<file path="config.mk">
export PLATFORM = sky130hd
export DESIGN_NAME = rr_mux_arbiter_flat
export DESIGN_NICKNAME = d
export VERILOG_FILES = /design/src/rtl/rr_mux_arbiter_if.sv /design/src/rtl/rr_mux_arbiter.sv /design/src/flat_wrapper.sv
export SDC_FILE = /design/constraint.sdc
export NUM_CORES = 1
export LEC_CHECK = 0
export CORE_ASPECT_RATIO = 0.7
export CORE_MARGIN = 2
export CORE_UTILIZATION = 41
export DETAILED_ROUTE_END_ITERATION = 7
export HOLD_SLACK_MARGIN = 0.1
export PLACE_DENSITY = 0.78
export SYNTH_ARGS = -nofsm -noshare
export SYNTH_HDL_FRONTEND = slang
export SYNTH_SLANG_ARGS = --single-unit
</file>
<file path="constraint.sdc">
create_clock -name clk -period 2.35 [get_ports clk]
set_input_delay 0.3525 -clock clk [delete_from_list [all_inputs] [get_ports clk]]
set_output_delay 0.3525 -clock clk [all_outputs]
set_load 0.005 [all_outputs]
</file>
<file path="src/rtl/rr_mux_arbiter_if.sv">
// Requester/downstream bundle for the round-robin mux arbiter.
// The master modport is the requester+downstream side, slave is the arbiter.
interface rr_mux_arbiter_if #(
    parameter int unsigned DATA_W = 4
);
    logic [3:0]        req;
    logic [DATA_W-1:0] a;
    logic [DATA_W-1:0] b;
    logic [DATA_W-1:0] c;
    logic [DATA_W-1:0] d;
    logic              out_ready;
    logic              out_valid;
    logic [DATA_W-1:0] out;
    logic [1:0]        sel;
    logic [3:0]        grant;
    logic [3:0]        ack;
    logic              busy;

    modport master (
        output req, a, b, c, d, out_ready,
        input  out_valid, out, sel, grant, ack, busy
    );

    modport slave (
        input  req, a, b, c, d, out_ready,
        output out_valid, out, sel, grant, ack, busy
    );
endinterface

</file>
<file path="src/rtl/rr_mux_arbiter.sv">
// Round-robin arbiter over four requesters with burst-length grants and a
// valid/ready output; each release inserts one IDLE bubble before the next grant.
module rr_mux_arbiter #(
    parameter int unsigned DATA_W    = 4,
    parameter int unsigned BURST_LEN = 1
) (
    input  logic            clk,
    input  logic            rst_n,
    rr_mux_arbiter_if.slave bus
);
    localparam int unsigned NUM_REQ = 4;
    localparam int unsigned SEL_W   = 2;
    localparam int unsigned CNT_W   = 4;
    localparam logic [CNT_W-1:0] LAST_BEAT = CNT_W'(BURST_LEN - 1);

    typedef enum logic {
        S_IDLE,
        S_GRANT
    } state_e;

    state_e               state_q, state_d;
    logic [SEL_W-1:0]     ptr_q, ptr_d;
    logic [SEL_W-1:0]     sel_q, sel_d;
    logic [NUM_REQ-1:0]   grant_q, grant_d;
    logic [CNT_W-1:0]     beat_cnt_q, beat_cnt_d;

    logic                 out_valid_c;
    logic                 transfer_c;
    logic [SEL_W-1:0]     pick_c;
    logic [DATA_W-1:0]    word_c;

    // First set request bit searching from the pointer upward, wrapping mod 4.
    function automatic logic [SEL_W-1:0] rr_pick(input logic [NUM_REQ-1:0] r,
                                                  input logic [SEL_W-1:0]   p);
        logic [SEL_W-1:0] idx;
        logic             found;
        rr_pick = p;
        found   = 1'b0;
        for (int i = 0; i < NUM_REQ; i++) begin
            idx = p + SEL_W'(i);
            if (!found && r[idx]) begin
                rr_pick = idx;
                found   = 1'b1;
            end
        end
    endfunction

    // Output datapath and handshake.
    always_comb begin
        pick_c      = rr_pick(bus.req, ptr_q);
        out_valid_c = (state_q == S_GRANT) && bus.req[sel_q];
        transfer_c  = out_valid_c && bus.out_ready;
        case (sel_q)
            2'd0:    word_c = bus.a;
            2'd1:    word_c = bus.b;
            2'd2:    word_c = bus.c;
            default: word_c = bus.d;
        endcase
        bus.out_valid = out_valid_c;
        bus.out       = out_valid_c ? word_c : '0;
        bus.ack       = transfer_c ? grant_q : '0;
    end

    // Next-state logic.
    always_comb begin
        state_d    = state_q;
        ptr_d      = ptr_q;
        sel_d      = sel_q;
        grant_d    = grant_q;
        beat_cnt_d = beat_cnt_q;
        case (state_q)
            S_IDLE: begin
                if (bus.req != '0) begin
                    sel_d      = pick_c;
                    grant_d    = NUM_REQ'(1) << pick_c;
                    beat_cnt_d = '0;
                    state_d    = S_GRANT;
                end
            end
            S_GRANT: begin
                if (!out_valid_c) begin
                    // Granted requester withdrew: release without a handshake.
                    ptr_d   = sel_q + SEL_W'(1);
                    grant_d = '0;
                    state_d = S_IDLE;
                end else if (transfer_c) begin
                    if (beat_cnt_q == LAST_BEAT) begin
                        ptr_d      = sel_q + SEL_W'(1);
                        grant_d    = '0;
                        beat_cnt_d = '0;
                        state_d    = S_IDLE;
                    end else begin
                        beat_cnt_d = beat_cnt_q + CNT_W'(1);
                    end
                end
            end
            default: begin
                state_d = S_IDLE;
                grant_d = '0;
            end
        endcase
    end

    always_ff @(posedge clk or negedge rst_n) begin
        if (!rst_n) begin
            state_q    <= S_IDLE;
            ptr_q      <= '0;
            sel_q      <= '0;
            grant_q    <= '0;
            beat_cnt_q <= '0;
        end else begin
            state_q    <= state_d;
            ptr_q      <= ptr_d;
            sel_q      <= sel_d;
            grant_q    <= grant_d;
            beat_cnt_q <= beat_cnt_d;
        end
    end

    assign bus.sel   = sel_q;
    assign bus.grant = grant_q;
    assign bus.busy  = (state_q == S_GRANT);
endmodule

</file>
<file path="src/flat_wrapper.sv">
// flat-port wrapper written by rule: the top's interface ports become plain ports
module rr_mux_arbiter_flat 
#(
    parameter int unsigned DATA_W    = 4,
    parameter int unsigned BURST_LEN = 1
)
  (clk, rst_n, bus_req, bus_a, bus_b, bus_c, bus_d, bus_out_ready, bus_out_valid, bus_out, bus_sel, bus_grant, bus_ack, bus_busy);
  rr_mux_arbiter_if #(.DATA_W(DATA_W)) bus_i ();
  input  logic clk;
  input  logic rst_n;
  input wire logic [$bits(bus_i.req)-1:0] bus_req;
  input wire logic [$bits(bus_i.a)-1:0] bus_a;
  input wire logic [$bits(bus_i.b)-1:0] bus_b;
  input wire logic [$bits(bus_i.c)-1:0] bus_c;
  input wire logic [$bits(bus_i.d)-1:0] bus_d;
  input wire logic [$bits(bus_i.out_ready)-1:0] bus_out_ready;
  output wire logic [$bits(bus_i.out_valid)-1:0] bus_out_valid;
  output wire logic [$bits(bus_i.out)-1:0] bus_out;
  output wire logic [$bits(bus_i.sel)-1:0] bus_sel;
  output wire logic [$bits(bus_i.grant)-1:0] bus_grant;
  output wire logic [$bits(bus_i.ack)-1:0] bus_ack;
  output wire logic [$bits(bus_i.busy)-1:0] bus_busy;
  assign bus_i.req = bus_req;
  assign bus_i.a = bus_a;
  assign bus_i.b = bus_b;
  assign bus_i.c = bus_c;
  assign bus_i.d = bus_d;
  assign bus_i.out_ready = bus_out_ready;
  assign bus_out_valid = bus_i.out_valid;
  assign bus_out = bus_i.out;
  assign bus_sel = bus_i.sel;
  assign bus_grant = bus_i.grant;
  assign bus_ack = bus_i.ack;
  assign bus_busy = bus_i.busy;
  rr_mux_arbiter #(.DATA_W(DATA_W), .BURST_LEN(BURST_LEN)) u_core (.clk(clk), .rst_n(rst_n), .bus(bus_i));
endmodule
</file>
**Yosys cells after proc, flatten, opt, wreduce, memory -nomap -nowiden**

Index checks and enable logic that the tools add are counted.

- Add/sub/neg operators: 5
- Shift operators: 1
- Reductions and logical operators: 15
- Equality and inequality tests: 9
- Bitwise logic cells: 1
- Mux-type cells: 37
- Magnitude comparators: 5

Operators with widths:

| kind | count |
|---|---|
| $mux W4 | 10 |
| $pmux W4 S2 | 2 |
| $lt A2 B3 Y1 const B | 5 |
| $mux W1 | 12 |
| $mux W2 | 6 |
| $pmux W4 S3 | 1 |
| $bmux W1 S2 | 5 |
| $reduce_and A3 Y1 | 3 |
| $ne A2 B1 Y1 const B | 3 |
| $ne A3 B3 Y1 const B | 2 |
| $logic_and A1 B1 Y1 | 5 |
| $add A2 B1 Y2 const B | 2 |
| $add A2 B2 Y2 const B | 2 |
| $add A4 B1 Y4 const B | 1 |
| $logic_not A4 Y1 | 1 |
| $ne A2 B2 Y1 const B | 2 |
| $reduce_bool A4 Y1 | 1 |
| $shl A1 B2 Y4 const A | 1 |
| $logic_not A1 Y1 | 3 |
| $eq A2 B1 Y1 const B | 1 |
| $eq A2 B2 Y1 const B | 1 |
| $logic_not A2 Y1 | 1 |
| $pmux W1 S2 | 1 |
| $reduce_and A2 Y1 | 1 |
| $not A1 Y1 | 1 |

- Output and inout bits: 16
- Input port bits: 23
- Word-level logic and storage cells: 78
- Bits in registers: 13

**Logic depth before layout (Yosys ltp)**

- Depth after elaboration: 15
- Gate-level depth with buffers: 6

**Worst setup path before layout**

Ideal clock, no wire load.

- Path type: register -> output
- Start: register u_core.sel_q[0], in the netlist u_core.bus.sel[0]
- End: output bus_ack[0]
- Data arrival time: 1.454 ns
- Slack: 0.544 ns
- Stages on the path, launching flop included: 5
- Cell sequence: dfrtp_1 -> mux4_2 -> and3_4 -> buf_6 -> and2_1

- Cells in the longest elaborated chain, start to end: 5

Ends and longest elaborated chain:

| element | line | RTL |
|---|---|---|
| from (decl) | rr_mux_arbiter.sv:23 | `logic [SEL_W-1:0] sel_q, sel_d;` |
| from (signal assigned) | rr_mux_arbiter.sv:114 | `sel_q <= sel_d;` |
| $bmux W1 S2 | rr_mux_arbiter.sv:51 | `out_valid_c = (state_q == S_GRANT) && bus.req[sel_q];` |
| $mux W1 (implied by the code) | rr_mux_arbiter.sv:51 |  |
| $logic_and A1 B1 Y1 | rr_mux_arbiter.sv:51 |  |
| $logic_and A1 B1 Y1 | rr_mux_arbiter.sv:52 | `transfer_c = out_valid_c && bus.out_ready;` |
| $mux W4 | rr_mux_arbiter.sv:61 | `bus.ack = transfer_c ? grant_q : '0;` |
| to (decl) | flat_wrapper.sv:21 | `output wire logic [$bits(bus_i.ack)-1:0] bus_ack;` |

Every way passes these cells. The select of a mux whose other input is x is not followed.

**Worst setup path in the final report**

- Start: input bus_req[0]
- End: output bus_out_valid

- Cells in the longest elaborated chain, start to end: 3

Ends and longest elaborated chain:

| element | line | RTL |
|---|---|---|
| from (decl) | flat_wrapper.sv:11 | `input wire logic [$bits(bus_i.req)-1:0] bus_req;` |
| $bmux W1 S2 | rr_mux_arbiter.sv:51 |  |
| $mux W1 (implied by the code) | rr_mux_arbiter.sv:51 |  |
| $logic_and A1 B1 Y1 | rr_mux_arbiter.sv:51 |  |
| to (decl) | flat_wrapper.sv:17 | `output wire logic [$bits(bus_i.out_valid)-1:0] bus_out_valid;` |

Every way passes these cells. The select of a mux whose other input is x is not followed.

==> metrics.txt <==
power per cell area=roughly 980 nW/um^2; CP Class=primary input to primary output; share of layout cells above drive strength 1=0.187; WP buf/inv=3; final setup margin=0.0464 ns; EDFF count, synth=0; post-synth net total=~130; final setup violation count=0; met3 Use GR=0.0579; die extent in y=43.3 microns; Reg clk slew, reported paths=0.09 ns; crit path max fanout=6; clk_lat worst skew=0.28 ns; FP Rows=14; RSZ-0062 raised after global routing=true; cell area after placement=1370 sq um; leakage power=between 0.6 and 0.7 nW; vias in the first global route=831; GPL Wtd Cong=0.825; Setup crit end kind=primary output; Reg power frac=0.288; slowest CP cell=mux4_2; commonest non-fill, non-tap cell in the layout=clkdlybuf4s50_1; crit start category=primary input; Clock Skews=~0.004 ns; Mapped Area=903 sq um; initial antenna violation count=0; cell-internal power=0.826 mW; Die X=between 60 and 70 microns; Area growth syn-to-layout=57.2%; most frequent cells in the layout=clkdlybuf4s50_1 (29), buf_4 (12), nor2_1 (11), dfrtp_1 (11); wire per inst=14.5 microns; routed vias/inst=between 5 and 6; Clock Sinks=13; crit path cell chain=clkdlybuf4s50_1 -> mux4_2 -> nand2_2 -> inv_1 -> clkdlybuf4s50_1; ys async rst share=1.00; grt ovf=0; crit-path max cell delay=0.52 ns; Hold Path Class=primary input to asynchronous set/reset pin; Syn Area/Cell=9.22 sq um; most used cell, CP=clkdlybuf4s50_1; Ys Warns=0; H-Tree Depth=1; DRT iter0 DRCs=58; Max-Cap Viols=0; full die area=roughly 2600 sq um; global-route wire length before repair=4.01 mm; core area=2120 sq um; met2 usage=0.320; Worst Max-Slew Pin Slew=0.652 ns; met1 Use GR=0.302; ys flop type=dfrtp_1; WP data arrival=1.95 ns; register area share after synthesis=0.360; layer carrying the most global-route usage=met2; reg2reg setup slack=0.39 ns; combinational power share=0.606; drt pass-1 iters=4; Switching Share=0.406; Num CTS Buffers=3; distinct cell type count of the synthesized netlist=34; n_diodes=0; CTS max path bufs=2; Starting Density=0.426; Final nets=180; Critical Path RT=2.00 ns; period utilization=0.980; fin crit period=about 2.3 ns; #FFs+latches synth=13; Placement Setup Slack=-0.0964 ns; detailed placement HPWL=1.98 mm; GRT Total Usage=0.211; status=completed; Slew Limit Fails=0; WL final=around 2.6 mm; Vias=949; Post-route DRC=0; Post-DRT Antenna Nets=0; Top Ports=39; Sw Pwr=0.565 mW; Total Power=1.39 mW; Max Clk Rate=434 MHz; part of the power in the clock network=0.106; Max transition margin=0.564; Mapped Cells=98; clock root buffer=clkbuf_4; post-route cell area=1420 sq um; VDD IR max=615 uV; Hold Fails Final Rpt=0; CTS tree=built; Port Buffers=38; cell family with most CP delay=buffers and inverters; largest net degree at the start of global routing=14
-- power by group through the flow --
stage	Sequential (mW)	Clock [mW]	Combinational (mW)
after floorplan	0.386	0	0.424
after global placement	0.404	0	0.774
after detailed placement	0.406	0	0.790
after CTS	0.394	0.151	0.818
after global routing	0.414	0.164	0.910
final	0.400	0.148	0.843
-- layer usage --
metal / share of wire / up-vias / wire length (microns)
li1: - / 470 / -
met1: 0.51 / 463 / 1340
met5: 0 / - / 0
met3: 0.029 / 2 / 76
met4: 0.0065 / 0 / 17
met2: 0.46 / 14 / 1200
-- timing repair --
item / in CTS / in global routing
pin swaps: 4 / 2
setup endpoints to repair: 9 / 5
hold buffers: 0 / 0
resized for setup: 13 / 4
buffers inserted: 3 / 1
gates cloned: 0 / 0
-- final cells by class --
| type | count | area [sq um] |
|---|---|---|
| repair buffers | 50 | 455 |
| clock buffers | 4 | 26.3 |
| well taps | 32 | 40.0 |
| flip-flops and latches | 13 | 328 |
| multi-input cells | 75 | 541 |
| inverters | 8 | 30.0 |
| fillers | 185 | 699 |
-- worst reg2reg max path, delay by kind of cell (launching register included) --
family / cells / cell delay [ns]
AOI/OAI and AO/OA: 1 / 0.31
adders and majority gates: 1 / 0.17
buffers and inverters: 1 / 0.09
DFF: 1 / 0.42
muxes: 1 / 0.38
and+or+nand+nor: 2 / 0.48
-- cell usage after synthesis, types with 2 or more instances --
library cell | n | share of area
a222oi_1 | 4 | 0.044
a21oi_1 | 8 | 0.044
nor2b_1 | 3 | 0.021
and2_1 | 5 | 0.035
inv_1 | 8 | 0.033
dfrtp_1 | 13 | 0.36
ha_1 | 6 | 0.083
o21ai_0 | 5 | 0.028
nor2_1 | 11 | 0.046
nand4_1 | 2 | 0.014
o31ai_1 | 2 | 0.017
a22o_1 | 2 | 0.019
nand2_1 | 5 | 0.021
o22a_1 | 2 | 0.019
o2bb2ai_1 | 2 | 0.019
nor3b_1 | 2 | 0.017
-- path summary, 6_finish.rpt --
kind,to,startpoint,cells past startpoint
worst max-delay path,bus_out_valid,bus_req[0],5
worst min-delay path,u_core.bus.grant[3],rst_n,1
worst max register to register,u_core.ptr_q[1],u_core.beat_cnt_q[0],6
worst min register to register,u_core.bus.grant[3],u_core.bus.grant[3],1
max in group asynchronous,u_core.bus.sel[0],rst_n,1
min in group clk,u_core.bus.grant[3],u_core.bus.grant[3],1
-- registers in the layout, indices dropped and copies added, names as in the netlist --
signal	count
u_core.beat_cnt_q	4
u_core.bus.grant	4
u_core.bus.sel	2
u_core.ptr_q	2
u_core.bus.busy	1
-- stage by stage --
step,TNS [ns],std cells,util,hold WS (ns)
floorplan,0,98,-,0.0569
global placement,-0.237,174,0.646,0.495
detailed placement,-0.413,174,0.646,0.501
CTS,0,181,0.666,0.468
global route,-0.0333,182,0.670,0.484
finish,0,182,0.670,0.462
-- kinds of logic after synthesis --
kind of cell	Yosys count	share of synthesized area
flops	13	0.360
fa+ha+maj	6	0.0831
compound gates	34	0.273
buf+inv	10	0.0499
simple gates	32	0.186
mux	3	0.0485
Note: power is estimated with default switching activity, not from simulation.
